$ cat src/rtl/pwm_tx_pkg.sv
// pwm_tx_pkg: shared constants, state encoding and the saturation helper
// for the PWM transmitter and its optional slew limiter (PWM_TX_SLEW_EN).
package pwm_tx_pkg;

  localparam int DUTY_W_DEF   = 10;
  localparam int PERIOD       = 1 << DUTY_W_DEF;
  localparam int DUTY_SAT_MIN = 0;
  localparam int DUTY_SAT_MAX = PERIOD - 1;

  typedef enum logic [1:0] {
    IDLE  = 2'd0,
    RUN   = 2'd1,
    DRAIN = 2'd2
  } state_t;

  // Clamp a signed intermediate duty into [DUTY_SAT_MIN, max_value].
  function automatic int sat_duty(input int value, input int max_value);
    if (value < DUTY_SAT_MIN) return DUTY_SAT_MIN;
    if (value > max_value) return max_value;
    return value;
  endfunction

endpackage

$ cat src/rtl/pwm_tx_slew.sv
// pwm_tx_slew: combinational next-duty step toward a target, limited to
// SLEW_STEP per period and saturated to the duty range. Only instantiated
// by pwm_transmitter when PWM_TX_SLEW_EN is defined.
module pwm_tx_slew
  import pwm_tx_pkg::*;
#(
  parameter int DUTY_W    = DUTY_W_DEF,
  parameter int SLEW_STEP = 16
) (
  input  logic [DUTY_W-1:0] active,
  input  logic [DUTY_W-1:0] target,
  output logic [DUTY_W-1:0] next_duty
);

  localparam int MAX_V = (1 << DUTY_W) - 1;

  int diff;
  int stepped;

  // Move by at most SLEW_STEP; land exactly on the target once within reach.
  always_comb begin
    diff    = int'(target) - int'(active);
    stepped = int'(target);
    if (diff > SLEW_STEP) begin
      stepped = int'(active) + SLEW_STEP;
    end else if (diff < -SLEW_STEP) begin
      stepped = int'(active) - SLEW_STEP;
    end
    next_duty = DUTY_W'(sat_duty(stepped, MAX_V));
  end

endmodule

$ cat src/rtl/pwm_transmitter.sv
// pwm_transmitter: fixed-period PWM generator (period 2**DUTY_W cycles).
// Duty words are buffered in a one-entry pending slot and applied only at
// period boundaries, so pulses are never truncated. Optional build macro
// PWM_TX_SLEW_EN limits the per-period duty change to SLEW_STEP.
module pwm_transmitter
  import pwm_tx_pkg::*;
#(
  parameter int DUTY_W    = DUTY_W_DEF,
  parameter int SLEW_STEP = 16
) (
  input  logic              clk,
  input  logic              reset,
  input  logic              enable,
  input  logic [DUTY_W-1:0] duty,
  input  logic              duty_valid,
  output logic              duty_ready,
  output logic              pwm,
  output logic              period_start,
  output logic [DUTY_W-1:0] active_duty,
  output logic              busy
);

  localparam logic [DUTY_W-1:0] CNT_LAST = '1;

  state_t            state_reg, state_next;
  logic [DUTY_W-1:0] cnt_reg, cnt_next;
  logic [DUTY_W-1:0] pending_reg;
  logic [DUTY_W-1:0] active_reg, active_next;
  logic [DUTY_W-1:0] applied_duty;
  logic              full_reg, full_next;
  logic              pwm_reg, period_start_reg, busy_reg;
  logic              accept, boundary, apply_done;

  assign accept   = duty_valid && !full_reg;
  // A new period begins only in the cycle where RUN sees cnt=0.
  assign boundary = (state_reg == RUN) && (cnt_reg == '0);

`ifdef PWM_TX_SLEW_EN
  pwm_tx_slew #(
    .DUTY_W    (DUTY_W),
    .SLEW_STEP (SLEW_STEP)
  ) u_slew (
    .active    (active_reg),
    .target    (pending_reg),
    .next_duty (applied_duty)
  );
`else
  assign applied_duty = pending_reg;
  // SLEW_STEP has no effect without slew limiting.
  if (SLEW_STEP < 0) begin : g_slew_step_ignored
  end
`endif

  // The slot frees only once the active duty has reached the pending word.
  assign apply_done  = boundary && full_reg && (applied_duty == pending_reg);
  assign active_next = (boundary && full_reg) ? applied_duty : active_reg;

  // Next state and period counter; the counter only runs while busy.
  always_comb begin
    state_next = state_reg;
    cnt_next   = cnt_reg + 1'b1;
    unique case (state_reg)
      IDLE: begin
        cnt_next = '0;
        if (enable) state_next = RUN;
      end
      RUN: begin
        // Dropping enable on the last cycle already completes the period.
        if (!enable) state_next = (cnt_reg == CNT_LAST) ? IDLE : DRAIN;
      end
      DRAIN: begin
        if (enable) state_next = RUN;
        else if (cnt_reg == CNT_LAST) state_next = IDLE;
      end
      default: begin
        state_next = IDLE;
        cnt_next   = '0;
      end
    endcase
  end

  // Pending-slot occupancy: set by a handshake, cleared by a completed apply.
  always_comb begin
    full_next = full_reg;
    if (apply_done) full_next = 1'b0;
    if (accept) full_next = 1'b1;
  end

  // State, counter and pending/active duty registers.
  always_ff @(posedge clk or posedge reset) begin
    if (reset) begin
      state_reg   <= IDLE;
      cnt_reg     <= '0;
      full_reg    <= 1'b0;
      pending_reg <= '0;
      active_reg  <= '0;
    end else begin
      state_reg  <= state_next;
      cnt_reg    <= cnt_next;
      full_reg   <= full_next;
      active_reg <= active_next;
      if (accept) pending_reg <= duty;
    end
  end

  // Registered outputs, all aligned one cycle after the counter value.
  always_ff @(posedge clk or posedge reset) begin
    if (reset) begin
      pwm_reg          <= 1'b0;
      period_start_reg <= 1'b0;
      busy_reg         <= 1'b0;
    end else begin
      pwm_reg          <= (state_reg != IDLE) && (cnt_reg < active_next);
      period_start_reg <= boundary;
      busy_reg         <= (state_reg != IDLE);
    end
  end

  assign duty_ready   = !full_reg;
  assign pwm          = pwm_reg;
  assign period_start = period_start_reg;
  assign active_duty  = active_reg;
  assign busy         = busy_reg;

endmodule
$ cat config.mk
export PLATFORM = sky130hd
export DESIGN_NAME = pwm_transmitter
export DESIGN_NICKNAME = d
export VERILOG_FILES = /design/src/rtl/pwm_tx_pkg.sv /design/src/rtl/pwm_tx_slew.sv /design/src/rtl/pwm_transmitter.sv
export SDC_FILE = /design/constraint.sdc
export NUM_CORES = 1
export LEC_CHECK = 0
export BUFFER_PORTS_ARGS = -buffer_cell sky130_fd_sc_hd__buf_2
export CORE_ASPECT_RATIO = 1.75
export CORE_MARGIN = 1
export CORE_UTILIZATION = 50
export DETAILED_ROUTE_END_ITERATION = 6
export PLACE_DENSITY_LB_ADDON = 0.1
export SETUP_SLACK_MARGIN = 0.02
export SYNTH_ARGS = -nofsm -noshare
export SYNTH_HDL_FRONTEND = slang
export SYNTH_SLANG_ARGS = --single-unit
$ cat constraint.sdc
create_clock -name clk -period 2.3 [get_ports clk]
set_clock_uncertainty 0.15 [all_clocks]
set_input_delay 0 -clock clk [delete_from_list [all_inputs] [get_ports clk]]
set_output_delay 0 -clock clk [all_outputs]
set_load 0.005 [all_outputs]
**After elaboration in Yosys (flattened, before gate mapping)**

Index checks and enable logic that the tools add are counted.

- Add/sub/neg operators: 1
- $lt $le $gt $ge: 1
- Equality and inequality tests: 6
- Mux-type cells: 10
- Reduce and logical (&&, ||, !) cells: 11

Operator list:

| kind | number |
|---|---|
| $mux W10 | 2 |
| $add A10 B1 Y10 const B | 1 |
| $eq A10 B10 Y1 const B | 1 |
| $logic_not A10 Y1 | 1 |
| $lt A10 B10 Y1 | 1 |
| $mux W2 | 5 |
| $pmux W2 S3 | 1 |
| $logic_and A1 B1 Y1 | 4 |
| $ne A2 B2 Y1 const B | 2 |
| $reduce_bool A2 Y1 | 2 |
| $ne A3 B3 Y1 const B | 1 |
| $reduce_and A3 Y1 | 1 |
| $eq A2 B1 Y1 const B | 1 |
| $eq A2 B2 Y1 const B | 1 |
| $logic_not A2 Y1 | 1 |
| $mux W1 | 2 |
| $reduce_or A2 Y1 | 1 |
| $logic_not A1 Y1 | 1 |

- Register bits: 36
- Bits of input ports: 14
- Output and inout bits: 14

**Longest topological paths before layout**

Gate-level depths: netlist (run 1).

- Depth in word-level cells: 6
- Depth in mapped cells: 11
- Mapped depth without buffers: 11

**Least setup slack after synthesis (run 1)**

No wires, ideal clock.

- Kind: register -> register
- Start: reg state_reg[1]
- End: reg pwm_reg, in the netlist pwm
- Setup time: 0.132 ns
- Arrival: 2.159 ns
- Data required time: 2.018 ns
- Slack: -0.141 ns
- Cell stages (with the launch flop): 12
- Path buffers: 1
- Period minus slack after synthesis: 2.441 ns
- Path through: dfrtp_1 -> inv_1 -> ha_1 -> nor4b_4 -> nand4_2 -> buf_6 -> mux2i_2 -> ha_1 -> and4_1 -> nand3_1 -> a221oi_1 -> a211oi_1

- Longest elaborated chain between the ends: 6

Ends and longest elaborated chain:

| element | RTL line | text |
|---|---|---|
| start: declaration | pwm_transmitter.sv:25 | `state_t state_reg, state_next;` |
| start signal: assignment | pwm_transmitter.sv:98 | `state_reg <= state_next;` |
| $eq A2 B1 Y1 | pwm_transmitter.sv:36 | `assign boundary = (state_reg == RUN) && (cnt_reg == '0);` |
| $logic_and A1 B1 Y1 | pwm_transmitter.sv:36 |  |
| $logic_and A1 B1 Y1 | pwm_transmitter.sv:56 | `assign active_next = (boundary && full_reg) ? applied_duty : active_reg;` |
| $mux W10 | pwm_transmitter.sv:56 |  |
| $lt A10 B10 Y1 | pwm_transmitter.sv:113 | `pwm_reg <= (state_reg != IDLE) && (cnt_reg < active_next);` |
| $logic_and A1 B1 Y1 * | pwm_transmitter.sv:113 |  |
| end signal: assignment | pwm_transmitter.sv:113 |  |
| end: declaration | pwm_transmitter.sv:31 | `logic pwm_reg, period_start_reg, busy_reg;` |

Every way passes the cells marked *; elsewhere a longest branch is shown, timed or not.
A chain may end at the register's enable or synchronous reset.

**Worst setup path in the final report (run 1)**

- Start: reg state_reg[0]
- End: reg pwm_reg, in the netlist pwm

Same word-level chain as after synthesis.

==> metrics.md, run 1 <==
| Metric | Value |
|---|---|
| Status | finished with violations |
| Failing checks | setup timing |
| Simple-gate portion of the synthesized area | 14.95% |
| Critical path arrival | 2.57 ns |
| Share of cells above drive strength 1 | 39.73% |
| Die W | 48.08 microns |
| Synth-to-layout area growth | 35.49% |
| Die Height | 82.64 microns |
| Antenna-violating nets left | 0 |
| F_max | 0.3917 GHz |
| Synthesized flop and latch total | 36 |
| Worst VDD drop | 0.9943 mV |
| Pwr dens | 1189 nW/um^2 |
| Worst setup margin | -0.2532 ns |
| Starting DRT DRC Count | 25 |
| IO Pins | 28 |
| CP Capture Type | flop |
| Synth Area in Compound Gates | 6.532% |
| Final HPWL DP | 2.984 mm |
| Avg WL per Cell | 16.27 microns |
| Site Rows | 29 |
| # port buffers | 27 |
| End of the worst register-to-register path | pwm |
| CTS sink cnt | 36 |
| Critical path fanouts, max | 7 |
| Lkg Pwr | 1.249 nW |
| Initial Utilization | 51.72% |
| Vias per cell | 5.333 |
| Headroom to the max-slew limit | 68.81% |
| CTS Buf Count | 5 |
| Largest family of logic cells by synthesized area | simple AND/OR/NAND/NOR gates |
| GRT Util Overall | 26.17% |
| Worst EP required | 2.32 ns |
| Max-capacitance violation count | 0 |
| Total wire length | 4.394 mm |
| Cells after Synth | 155 |
| Crit Reg-Reg Startpoint | state_reg[0] |
| Worst setup path category | reg2reg |
| Adder-cell area share of the yosys netlist | 10.10% |
| Fillers | 253 |
| Number of antenna violations at the first check in global routing | 0 |
| Final Setup Violations | 1 |
| Clk pin slew, worst setup/hold paths | 0.07 ns |
| Gpl congestion | 0.8095 |
| Post-synthesis xor/xnor area fraction | 2.357% |
| Worst r2r path cells | 10 |
| Post-Syn Area | 1858 sq um |
| CTS H-tree depth | 2 |
| Post-synth ARST share | 100.0% |
| Syn_nets | 184 |
| RSZ-0062 raised after global routing | yes |
| Post-synth EDFFs | 0 |
| Final min period | 2.553 ns |
| Remaining DRCs | 0 |
| Core Footprint | 3592 sq um |
| CTS max path bufs | 2 |
| Slew @ Worst Pin | 0.4679 ns |
| Layout Nets | 252 |
| Clock latency at the later pin of the worst-skew pair | 0.28 ns |
| Seq/Total Area, Yosys | 48.48% |
| Total grt overflow | 0 |
| Vias in the first global route | 1,572 |
| First-pass GRT wire length | 7.155 mm |
| DR vias | 1,440 |
| Die area | 3973 sq um |
| Pin count of the biggest net entering global routing | 37 |
| Mapped Avg Cell Area | 11.99 sq um |
| R2R Setup Slk | -0.25 ns |
| Initial DRT Pass Iterations | 4 |
| TritonCTS clock tree | built |
| Synth warn | 0 |
| Max-slew violations | 0 |
| Most used DFF post-synth | dfrtp_1 |
| Crit path launch type | flop |
| Post-place setup slack | -0.4822 ns |
| Design Power | 2.994 mW |
| Final hold vios | 0 |
| Hold Path Class | in2async |
| Root buf cell | clkbuf_8 |
| Period utilization | 111.0% |
| Mux contribution to synthesized area | 12.73% |
| Antenna Cells | 0 |
| Count of unique library cells instantiated by Yosys | 38 |
routing by layer:
metal | routed length [microns] | share of wire, % | GRT usage (%)
met5 | 0 | 0 | 0
met4 | 178 | 4.1 | 14.72
met3 | 123 | 2.8 | 4.565
met2 | 2453 | 56 | 45.27
met1 | 1638 | 37 | 28.29
report_power, final:
group          switching [mW]  total (mW)  internal [mW]
clock                   0.214       0.458          0.244
combinational           0.672        1.48          0.804
sequential              0.177        1.06          0.883
cell usage in the layout (no fill, tap or decap), types with 3 or more instances in the layout:
cell           instances
xnor2_1                3
dfrtp_1               36
nor2b_1                3
nand3_1                7
mux2i_2                4
inv_1                 15
buf_4                 22
dlygate4sd3_1         13
o21ai_0                4
ha_4                   3
mux2_2                10
and2_1                 6
nand2_1                3
clkbuf_8               6
or3_1                  4
mux2i_1                4
ha_1                  12
a21boi_0               3
buf_2                 27
worst max path at each step:
stage / from / endpoint / slack [ns] / cells after the start
floorplan: state_reg[1] / pwm / -0.14 / 11
detailed placement: state_reg[1] / pwm / -0.48 / 12
finish: state_reg[0] / pwm / -0.25 / 10
global route: state_reg[1] / pwm / -0.34 / 11
CTS: state_reg[1] / pwm / -0.24 / 11
global placement: state_reg[1] / pwm / -0.27 / 12
cells by family after synthesis:
kind of cell,after synthesis
AND/OR/NAND/NOR,40
flip-flops,36
multiplexers,21
buffers and inverters,20
AO/OA/AOI/OAI,18
adder cells (fa/ha/maj),15
XOR/XNOR,5
cell usage after synthesis (2+ instances only):
cell | number | area share [%]
nor3_1 | 2 | 0.54
mux2i_1 | 7 | 3.8
nor2b_1 | 3 | 1.0
buf_6 | 2 | 1.2
o21ai_0 | 5 | 1.3
inv_1 | 17 | 3.4
xnor2_1 | 3 | 1.4
a211oi_1 | 2 | 0.81
mux2_2 | 11 | 6.7
and3_1 | 2 | 0.67
a21oi_1 | 2 | 0.54
nand2_1 | 3 | 0.61
ha_1 | 15 | 10
dfrtp_1 | 36 | 48
or3_1 | 4 | 1.3
a21boi_0 | 3 | 1.2
mux2i_2 | 2 | 1.5
xor2_1 | 2 | 0.94
nand3_1 | 9 | 2.4
and4_1 | 2 | 0.94
and2_1 | 6 | 2.0
critical path, stage by stage, from the launching register on:
cell and delay (ns):
dfrtp_1 0.45, ha_4 0.17, nor4b_4 0.22, nand4_2 0.18, buf_6 0.19, mux2i_2 0.16, ha_1 0.33, and4_4 0.25
nand3_2 0.07, a221oi_2 0.20, a211oi_1 0.07
per-stage QoR:
stage | hold slack [ns] | TNS [ns] | utilization (%) | area [sq um] | cells
floorplan | -0.03301 | -0.1405 | - | 1858 | 155
global placement | -0.03101 | -0.2701 | 60.54 | 2175 | 245
detailed placement | -0.01493 | -0.4822 | 60.54 | 2175 | 245
CTS | 0.2408 | -0.2357 | 69.56 | 2499 | 269
global route | 0.3218 | -0.3443 | 70.08 | 2517 | 270
finish | 0.2701 | -0.2532 | 70.08 | 2517 | 270
area by class of cell:
type | count | area [sq um] | area share, %
clock buffers | 8 | 90.09 | 3.579
inverters | 17 | 66.31 | 2.634
multi-input cells | 99 | 949.7 | 37.72
flip-flops and latches | 36 | 900.9 | 35.79
well taps | 46 | 57.56 | 2.286
repair buffers | 64 | 452.9 | 17.99
repair_timing:
item | 4_1_cts | 5_1_grt
endpoints found under the setup margin | 1 | 1
hold buffers | 13 | 0
pin swaps | 6 | 4
setup buffers | 3 | 1
endpoints found under the hold margin | 48 | 0
resized for setup | 16 | 4
Note: power is estimated with default switching activity, not from simulation.
==> run 2: changes to the inputs <==
--- a/config.mk
+++ b/config.mk
@@ -5,6 +5,7 @@
 export SDC_FILE = /design/constraint.sdc
 export NUM_CORES = 1
 export LEC_CHECK = 0
+export ABC_AREA = 1
 export BUFFER_PORTS_ARGS = -buffer_cell sky130_fd_sc_hd__buf_2
 export CORE_ASPECT_RATIO = 1.75
 export CORE_MARGIN = 1
==> run 2 against run 1 <==
Against the previous run: the run still ends with setup timing left; total power is 13% higher; sequential power barely moved; first-iteration DRC count down 40%.
==> metrics.md, run 2 <==
| Metric | Value |
|---|---|
| Initial DRT Pass Iterations | 5 (was 4) |
| Seq/Total Area, Yosys | 48.85% (was 48.48%) |
| Count of unique library cells instantiated by Yosys | 27 (was 38) |
| # port buffers | 27 (unchanged) |
| Worst r2r path cells | 16 (was 10) |
| Hold WS | 0.2108 ns (was 0.2701 ns) |
| Clk pin slew, worst setup/hold paths | 0.08 ns (was 0.07 ns) |
| Die Height | 82.35 microns (was 82.64 microns) |
| Initial Utilization | 53.72% (was 51.72%) |
| Crit path launch type | flop (unchanged) |
| Most frequent cell after synthesis | nand2_1 (was dfrtp_1) |
| Worst setup margin | -0.1650 ns (was -0.2532 ns) |
| Core Footprint | 3433 sq um (was 3592 sq um) |
| Site Rows | 28 (was 29) |
| Placed cell areas | 2156 sq um (was 2175 sq um) |
| Clock latency at the later pin of the worst-skew pair | 0.29 ns (was 0.28 ns) |
| Final setup TNS | -0.2795 ns (was -0.2532 ns) |
| R2R Setup Slk | -0.16 ns (was -0.25 ns) |
| Worst Setup SP | cnt_reg[0] (was state_reg[0]) |
| Total wire length | 5.382 mm (was 4.394 mm) |
| CTS Buf Count | 5 (unchanged) |
| Share of cells above drive strength 1 | 43.94% (was 39.73%) |
| Die area | 3945 sq um (was 3973 sq um) |
| Vias per cell | 5.219 (was 5.333) |
| Worst VDD drop | 0.8067 mV (was 0.9943 mV) |
| Worst EP required | 2.37 ns (was 2.32 ns) |
| Top cell type by total area after synthesis | dfrtp_1 (unchanged) |
| Synthesized flop and latch total | 36 (unchanged) |
| CTS sink cnt | 36 (unchanged) |
| Vias in the first global route | 1,787 (was 1,572) |
| Register area | 900.9 sq um (unchanged) |
| TritonCTS clock tree | built (unchanged) |
| Post-Syn Area | 1844 sq um (was 1858 sq um) |
| Commonest cells in the netlist | nand2_1 (50), dfrtp_1 (36), inv_1 (27) (was dfrtp_1 (36), inv_1 (17), ha_1 (15)) |
| Failing checks | setup timing (unchanged) |
| Gpl congestion | 0.8680 (was 0.8095) |
| Pin count of the biggest net entering global routing | 37 (unchanged) |
| Pwr dens | 1239 nW/um^2 (was 1189 nW/um^2) |
| Hold Path Class | in2async (unchanged) |
| Critical path arrival | 2.54 ns (was 2.57 ns) |
| CTS H-tree depth | 2 (unchanged) |
| Max-capacitance violation count | 0 (unchanged) |
| CTS max path bufs | 2 (unchanged) |
| Post-synth ARST share | 100.0% (unchanged) |
| Synth warn | 0 (unchanged) |
| Antenna-violating nets left | 0 (unchanged) |
| Lkg Pwr | 1.396 nW (was 1.249 nW) |
| Multi-input gate area | 983.4 sq um (was 949.7 sq um) |
| Root buf cell | clkbuf_8 (unchanged) |
| DR vias | 1,743 (was 1,440) |
| Syn_nets | 232 (was 184) |
| Commonest non-fill, non-tap cell in the layout | nand2_1 (was dfrtp_1) |
| Starting DRT DRC Count | 15 (was 25) |
| IO Pins | 28 (unchanged) |
| Final hold vios | 0 (unchanged) |
| Worst setup path category | reg2reg (unchanged) |
| Final HPWL DP | 3.080 mm (was 2.984 mm) |
| End of the worst register-to-register path | pwm (unchanged) |
| Headroom to the max-slew limit | 67.94% (was 68.81%) |
| CP Capture Type | flop (unchanged) |
| GRT Util Overall | 27.74% (was 26.17%) |
| Cells after Synth | 203 (was 155) |
| Fillers | 215 (was 253) |
| Final Setup Violations | 2 (was 1) |
| Crit Reg-Reg Startpoint | cnt_reg[0] (was state_reg[0]) |
| Design area | 2721 sq um (was 2517 sq um) |
| Mapped Avg Cell Area | 9.085 sq um (was 11.99 sq um) |
| Slew @ Worst Pin | 0.4798 ns (was 0.4679 ns) |
| Synth-to-layout area growth | 47.56% (was 35.49%) |
| RSZ-0062 raised after global routing | yes (unchanged) |
| Final min period | 2.465 ns (was 2.553 ns) |
| Layout Nets | 317 (was 252) |
| Antenna Cells | 0 (unchanged) |
| Top post-synthesis cells by area | dfrtp_1 (49%), ha_1 (10%), nand2_1 (10%) (was dfrtp_1 (48%), ha_1 (10%), mux2_2 (6.7%)) |
| Post-synth EDFFs | 0 (unchanged) |
| F_max | 0.4057 GHz (was 0.3917 GHz) |
| First-pass GRT wire length | 7.610 mm (was 7.155 mm) |
| Avg WL per Cell | 16.11 microns (was 16.27 microns) |
| Period utilization | 107.2% (was 111.0%) |
| Total grt overflow | 0 (unchanged) |
| Remaining DRCs | 0 (unchanged) |
| Yosys top cell area share | 48.85% (was 48.48%) |
| Most used DFF post-synth | dfrtp_1 (unchanged) |
| Die W | 47.91 microns (was 48.08 microns) |
| Critical path fanouts, max | 5 (was 7) |
| Max-slew violations | 0 (unchanged) |
| Status | finished with violations (unchanged) |
| Number of antenna violations at the first check in global routing | 0 (unchanged) |
| Commonest non-fill, non-tap cells in the layout | nand2_1 (40), buf_4 (38), dfrtp_1 (36) (was dfrtp_1 (36), buf_2 (27), buf_4 (22)) |
-- run 2: changes by cell type after synthesis, sizes merged, moves of 3 or more --
cell / previous run / this run
nor2: 1 / 21
or3: 4 / 0
a21oi: 2 / 10
nor2b: 3 / 0
and2: 6 / 1
inv: 17 / 29
xnor2: 3 / 0
and3: 3 / 0
nand2: 3 / 52
mux2i: 9 / 0
mux2: 12 / 9
-- run 2: power by group --
group,internal (mW),switching (mW),total (mW)
clock network,0.239,0.239,0.478
logic,0.917,0.948,1.87
registers,0.873,0.155,1.03
total,2.03,1.34,3.37
-- run 2: cell type report --
type                    instances  area share (%)
multi-input cells             135           36.14
flip-flops and latches         36           33.10
repair buffers                 80           20.83
inverters                      29           4.184
clock buffers                   6           3.034
well taps                      45           2.069
clock inverters                 2          0.3678
repair inverters                1          0.2759
-- run 2: logic make-up after synthesis --
logic type / Yosys count / synth area share, %
AOI/OAI and AO/OA: 19 / 6.038
adders and majority gates: 15 / 10.18
buffers and inverters: 32 / 6.716
and+or+nand+nor: 92 / 22.73
muxes: 9 / 5.495
DFF: 36 / 48.85
-- run 2: through the flow --
stage / instances / setup slack (ns) / power, mW / utilization (%)
6_report: 334 / -0.1650 / 3.372 / 79.26
5_1_grt: 334 / -0.2768 / 3.610 / 79.26
4_1_cts: 330 / 0.02021 / 3.095 / 77.15
3_5_place_dp: 290 / -0.1319 / 2.211 / 62.79
3_3_place_gp: 290 / -0.03674 / 2.139 / 62.79
2_1_floorplan: 203 / 0.05389 / 1.740 / -
-- run 2: routing by layer --
metal,wire (microns),up-vias,part of all wire [%],global-route usage (%)
li1,-,813,-,-
met4,256,0,4.8,14.44
met5,0,-,0,0
met1,1934,852,36,26.97
met2,2994,56,56,51.08
met3,197,22,3.7,5.435
-- run 2: timing repair --
| action | in CTS | in global routing |
|---|---|---|
| hold buffers | 13 | 0 |
| endpoints found under the hold margin | 49 | 0 |
| gates resized for setup | 29 | 13 |
| pin swaps | 11 | 6 |
| endpoints found under the setup margin | 1 | 2 |
| buffers inserted | 17 | 4 |
| cloned | 2 | 0 |
-- run 2: how the worst max path moves through the flow --
stage	to	slack, ns	cells past startpoint
2_1_floorplan	pwm	0.05	16
3_3_place_gp	pwm	-0.04	14
3_5_place_dp	pwm	-0.13	14
4_1_cts	pwm	0.02	14
5_1_grt	pwm	-0.28	16
6_report	pwm	-0.16	16
-- run 2: worst max-delay path, cell delays in order, from the launching register on --
cell	delay, ns
dfrtp_1	0.40
inv_2	0.07
ha_2	0.17
nand2_2	0.08
nor2_4	0.15
nand3_4	0.13
inv_4	0.13
buf_4	0.11
nand2_1	0.05
nand2_1	0.12
inv_1	0.07
ha_1	0.27
nand4_1	0.13
nor2_1	0.06
nor2_1	0.11
o21ai_1	0.08
a21oi_1	0.13
==> run 3: changes to the inputs <==
==> constraint.sdc (replaced) <==
create_clock -name clk -period 2.3 [get_ports clk]
set_clock_uncertainty 0.15 [all_clocks]
set_input_delay 0.575 -clock clk [delete_from_list [all_inputs] [get_ports clk]]
set_output_delay 0.575 -clock clk [all_outputs]
set_load 0.005 [all_outputs]
==> run 3 against run 2 <==
Against the previous run: the flow still finishes with violations (setup timing); via count fell by 2.8%; sequential power barely moved; clock-buffer cell count did not move; combinational power barely moved; die area did not move; critical path type unchanged; highest routed layer unchanged.
==> metrics.md, run 3 (synthesis gave the netlist of run 2 again) <==
| Metric | Value |
|---|---|
| GRT Util Overall | 27.49% (was 27.74%) |
| Pin count of the biggest net entering global routing | 37 (unchanged) |
| Remaining DRCs | 0 (unchanged) |
| Wire length on met3 | 163 microns (was 197 microns) |
| TritonCTS clock tree | built (unchanged) |
| Design Power | 3.363 mW (was 3.372 mW) |
| Site Rows | 28 (unchanged) |
| Met2 wire length | 2.789 mm (was 2.994 mm) |
| Share of cells above drive strength 1 | 46.21% (was 43.94%) |
| Pwr dens | 1289 nW/um^2 (was 1239 nW/um^2) |
| Worst setup path category | reg2reg (unchanged) |
| # port buffers | 27 (unchanged) |
| Failing checks | setup timing (unchanged) |
| Final min period | 2.432 ns (was 2.465 ns) |
| Worst VDD drop | 0.8092 mV (was 0.8067 mV) |
| WL met1 | 1.741 mm (was 1.934 mm) |
| Critical path fanouts, max | 5 (unchanged) |
| Starting DRT DRC Count | 27 (was 15) |
| Lkg Pwr | 1.357 nW (was 1.396 nW) |
| Clk pin slew, worst setup/hold paths | 0.08 ns (about the same) |
| Final Setup Violations | 2 (unchanged) |
| Slew @ Worst Pin | 0.4631 ns (was 0.4798 ns) |
| Max-slew violations | 0 (unchanged) |
| Max-capacitance violation count | 0 (unchanged) |
| Status | finished with violations (unchanged) |
| CTS max path bufs | 2 (unchanged) |
| Antenna Cells | 0 (unchanged) |
| Total wire length | 4.990 mm (was 5.382 mm) |
| Critical path arrival | 2.46 ns (was 2.54 ns) |
| End of the worst register-to-register path | pwm (unchanged) |
| Fillers | 242 (was 215) |
| Die W | 47.91 microns (unchanged) |
| Final HPWL DP | 3.080 mm (unchanged) |
| Avg WL per Cell | 15.50 microns (was 16.11 microns) |
| Number of antenna violations at the first check in global routing | 0 (unchanged) |
| Worst setup margin | -0.1319 ns (was -0.1650 ns) |
| F_max | 0.4112 GHz (was 0.4057 GHz) |
| CTS Buf Count | 5 (unchanged) |
| Period utilization | 105.7% (was 107.2%) |
| IO Pins | 28 (unchanged) |
| Die Height | 82.35 microns (unchanged) |
| Worst path slowest cell | dfrtp_1 (unchanged) |
| Final hold vios | 0 (unchanged) |
| First-pass GRT wire length | 7.521 mm (was 7.610 mm) |
| Synth-to-layout area growth | 41.45% (was 47.56%) |
| Total grt overflow | 0 (unchanged) |
| Vias per cell | 5.264 (was 5.219) |
| Initial Utilization | 53.72% (unchanged) |
| Die area | 3945 sq um (unchanged) |
| Root buf cell | clkbuf_8 (unchanged) |
| Crit path cell chain | inv_2 > ha_2 > nand2_2 > nor2_4 > nand3_4 > inv_4 > nand2_2 > nand2_2 > inv_1 > ha_4 > nand2_2 > o21a_1 > nor2_1 > nor2_1 > o21ai_1 > a21oi_1 (was inv_2 > ha_2 > nand2_2 > nor2_4 > nand3_4 > inv_4 > buf_4 > nand2_1 > nand2_1 > inv_1 > ha_1 > nand4_1 > nor2_1 > nor2_1 > o21ai_1 > a21oi_1) |
| Clock latency at the later pin of the worst-skew pair | 0.29 ns (about the same) |
| DR vias | 1,695 (was 1,743) |
| RSZ-0062 raised after global routing | yes (unchanged) |
| Gpl congestion | 0.8680 (unchanged) |
| Hold Path Class | in2async (unchanged) |
| R2R Setup Slk | -0.13 ns (was -0.16 ns) |
| Layout Nets | 305 (was 317) |
| CP Capture Type | flop (unchanged) |
| Final setup TNS | -0.2152 ns (was -0.2795 ns) |
| Antenna-violating nets left | 0 (unchanged) |
| Headroom to the max-slew limit | 69.05% (was 67.94%) |
| Vias in the first global route | 1,750 (was 1,787) |
| Initial DRT Pass Iterations | 4 (was 5) |
| Hold Buf Count CTS | 0 (was 13) |
| Crit path launch type | flop (unchanged) |
| CTS H-tree depth | 2 (unchanged) |
| Crit Reg-Reg Startpoint | cnt_reg[0] (unchanged) |
| CP peak stage delay | 0.40 ns (about the same) |
| Commonest non-fill, non-tap cell in the layout | buf_4 (was nand2_1) |
| CTS sink cnt | 36 (unchanged) |
| Most used cell, CP | nand2_2 |
| DR top layer | met4 (unchanged) |
| Core Footprint | 3433 sq um (unchanged) |
| Commonest non-fill, non-tap cells in the layout | buf_4 (39), nand2_1 (38), dfrtp_1 (36) (was nand2_1 (40), buf_4 (38), dfrtp_1 (36)) |
| Worst r2r path cells | 16 (unchanged) |
| Worst EP required | 2.33 ns (was 2.37 ns) |
==> run 3: cell types whose count changed in the layout (fill, tap and decap cells not counted) <==
| cell | before | now |
|---|---|---|
| buf_4 | 38 | 39 |
| dlygate4sd3_1 | 13 | 0 |
| inv_1 | 21 | 23 |
| inv_2 | 6 | 4 |
| nand2_1 | 40 | 38 |
| nand2_2 | 9 | 10 |
| nand2_4 | 3 | 4 |
==> run 3: power breakdown <==
group | leakage, nW | switching, mW | internal (mW)
combinational | 0.857 | 0.940 | 0.929
clock | 0.0510 | 0.233 | 0.239
sequential | 0.449 | 0.150 | 0.873
total | 1.36 | 1.32 | 2.04
==> run 3: area by class of cell <==
cell class | count | area, sq um | share of cell area [%]
Timing Repair inverter | 1 | 7.507 | 0.2878
Inverter | 29 | 113.9 | 4.365
Tap cell | 45 | 56.30 | 2.158
Clock inverter | 2 | 10.01 | 0.3837
Timing Repair Buffer | 68 | 444.2 | 17.03
Clock buffer | 6 | 82.58 | 3.165
Sequential cell | 36 | 900.9 | 34.53
Multi-Input combinational cell | 135 | 993.5 | 38.08
==> run 3: worst max-delay path by stage <==
stage	start	slack (ns)	to
floorplan	state_reg[1]	0.05	pwm
global placement	state_reg[1]	-0.04	pwm
detailed placement	state_reg[1]	-0.13	pwm
CTS	cnt_reg[0]	0.02	pwm
global route	cnt_reg[0]	-0.21	pwm
finish	cnt_reg[0]	-0.13	pwm
==> run 3: worst max-delay path, delay by kind of cell (launching register included) <==
kind | cells | cell delay, ns
adder cells (fa/ha/maj) | 2 | 0.44
buffers and inverters | 3 | 0.28
flip-flops | 1 | 0.40
AND/OR/NAND/NOR | 8 | 0.74
AO/OA/AOI/OAI | 3 | 0.33
==> run 3: repair_timing <==
item	in CTS	in global routing
setup buffers	17	5
gates resized for setup	29	14
pin swaps	11	13
gates cloned	2	0
setup endpoints to repair	1	2
==> run 3: layer usage <==
layer | global-route usage [%] | up-vias
met3 | 5.435 | 26
li1 | - | 796
met2 | 50.95 | 48
met4 | 13.89 | 0
met5 | 0 | -
met1 | 26.54 | 825
==> run 3: metrics by stage <==
stage	setup WS [ns]	area [sq um]	hold WS [ns]	util (%)	instances
3_5_place_dp	-0.1319	2156	0.3395	62.79	290
5_1_grt	-0.2057	2609	0.2837	75.98	322
2_1_floorplan	0.05389	1844	0.2983	-	203
6_report	-0.1319	2609	0.2464	75.98	322
4_1_cts	0.02021	2519	0.2568	73.36	317
3_3_place_gp	-0.03674	2156	0.3317	62.79	290
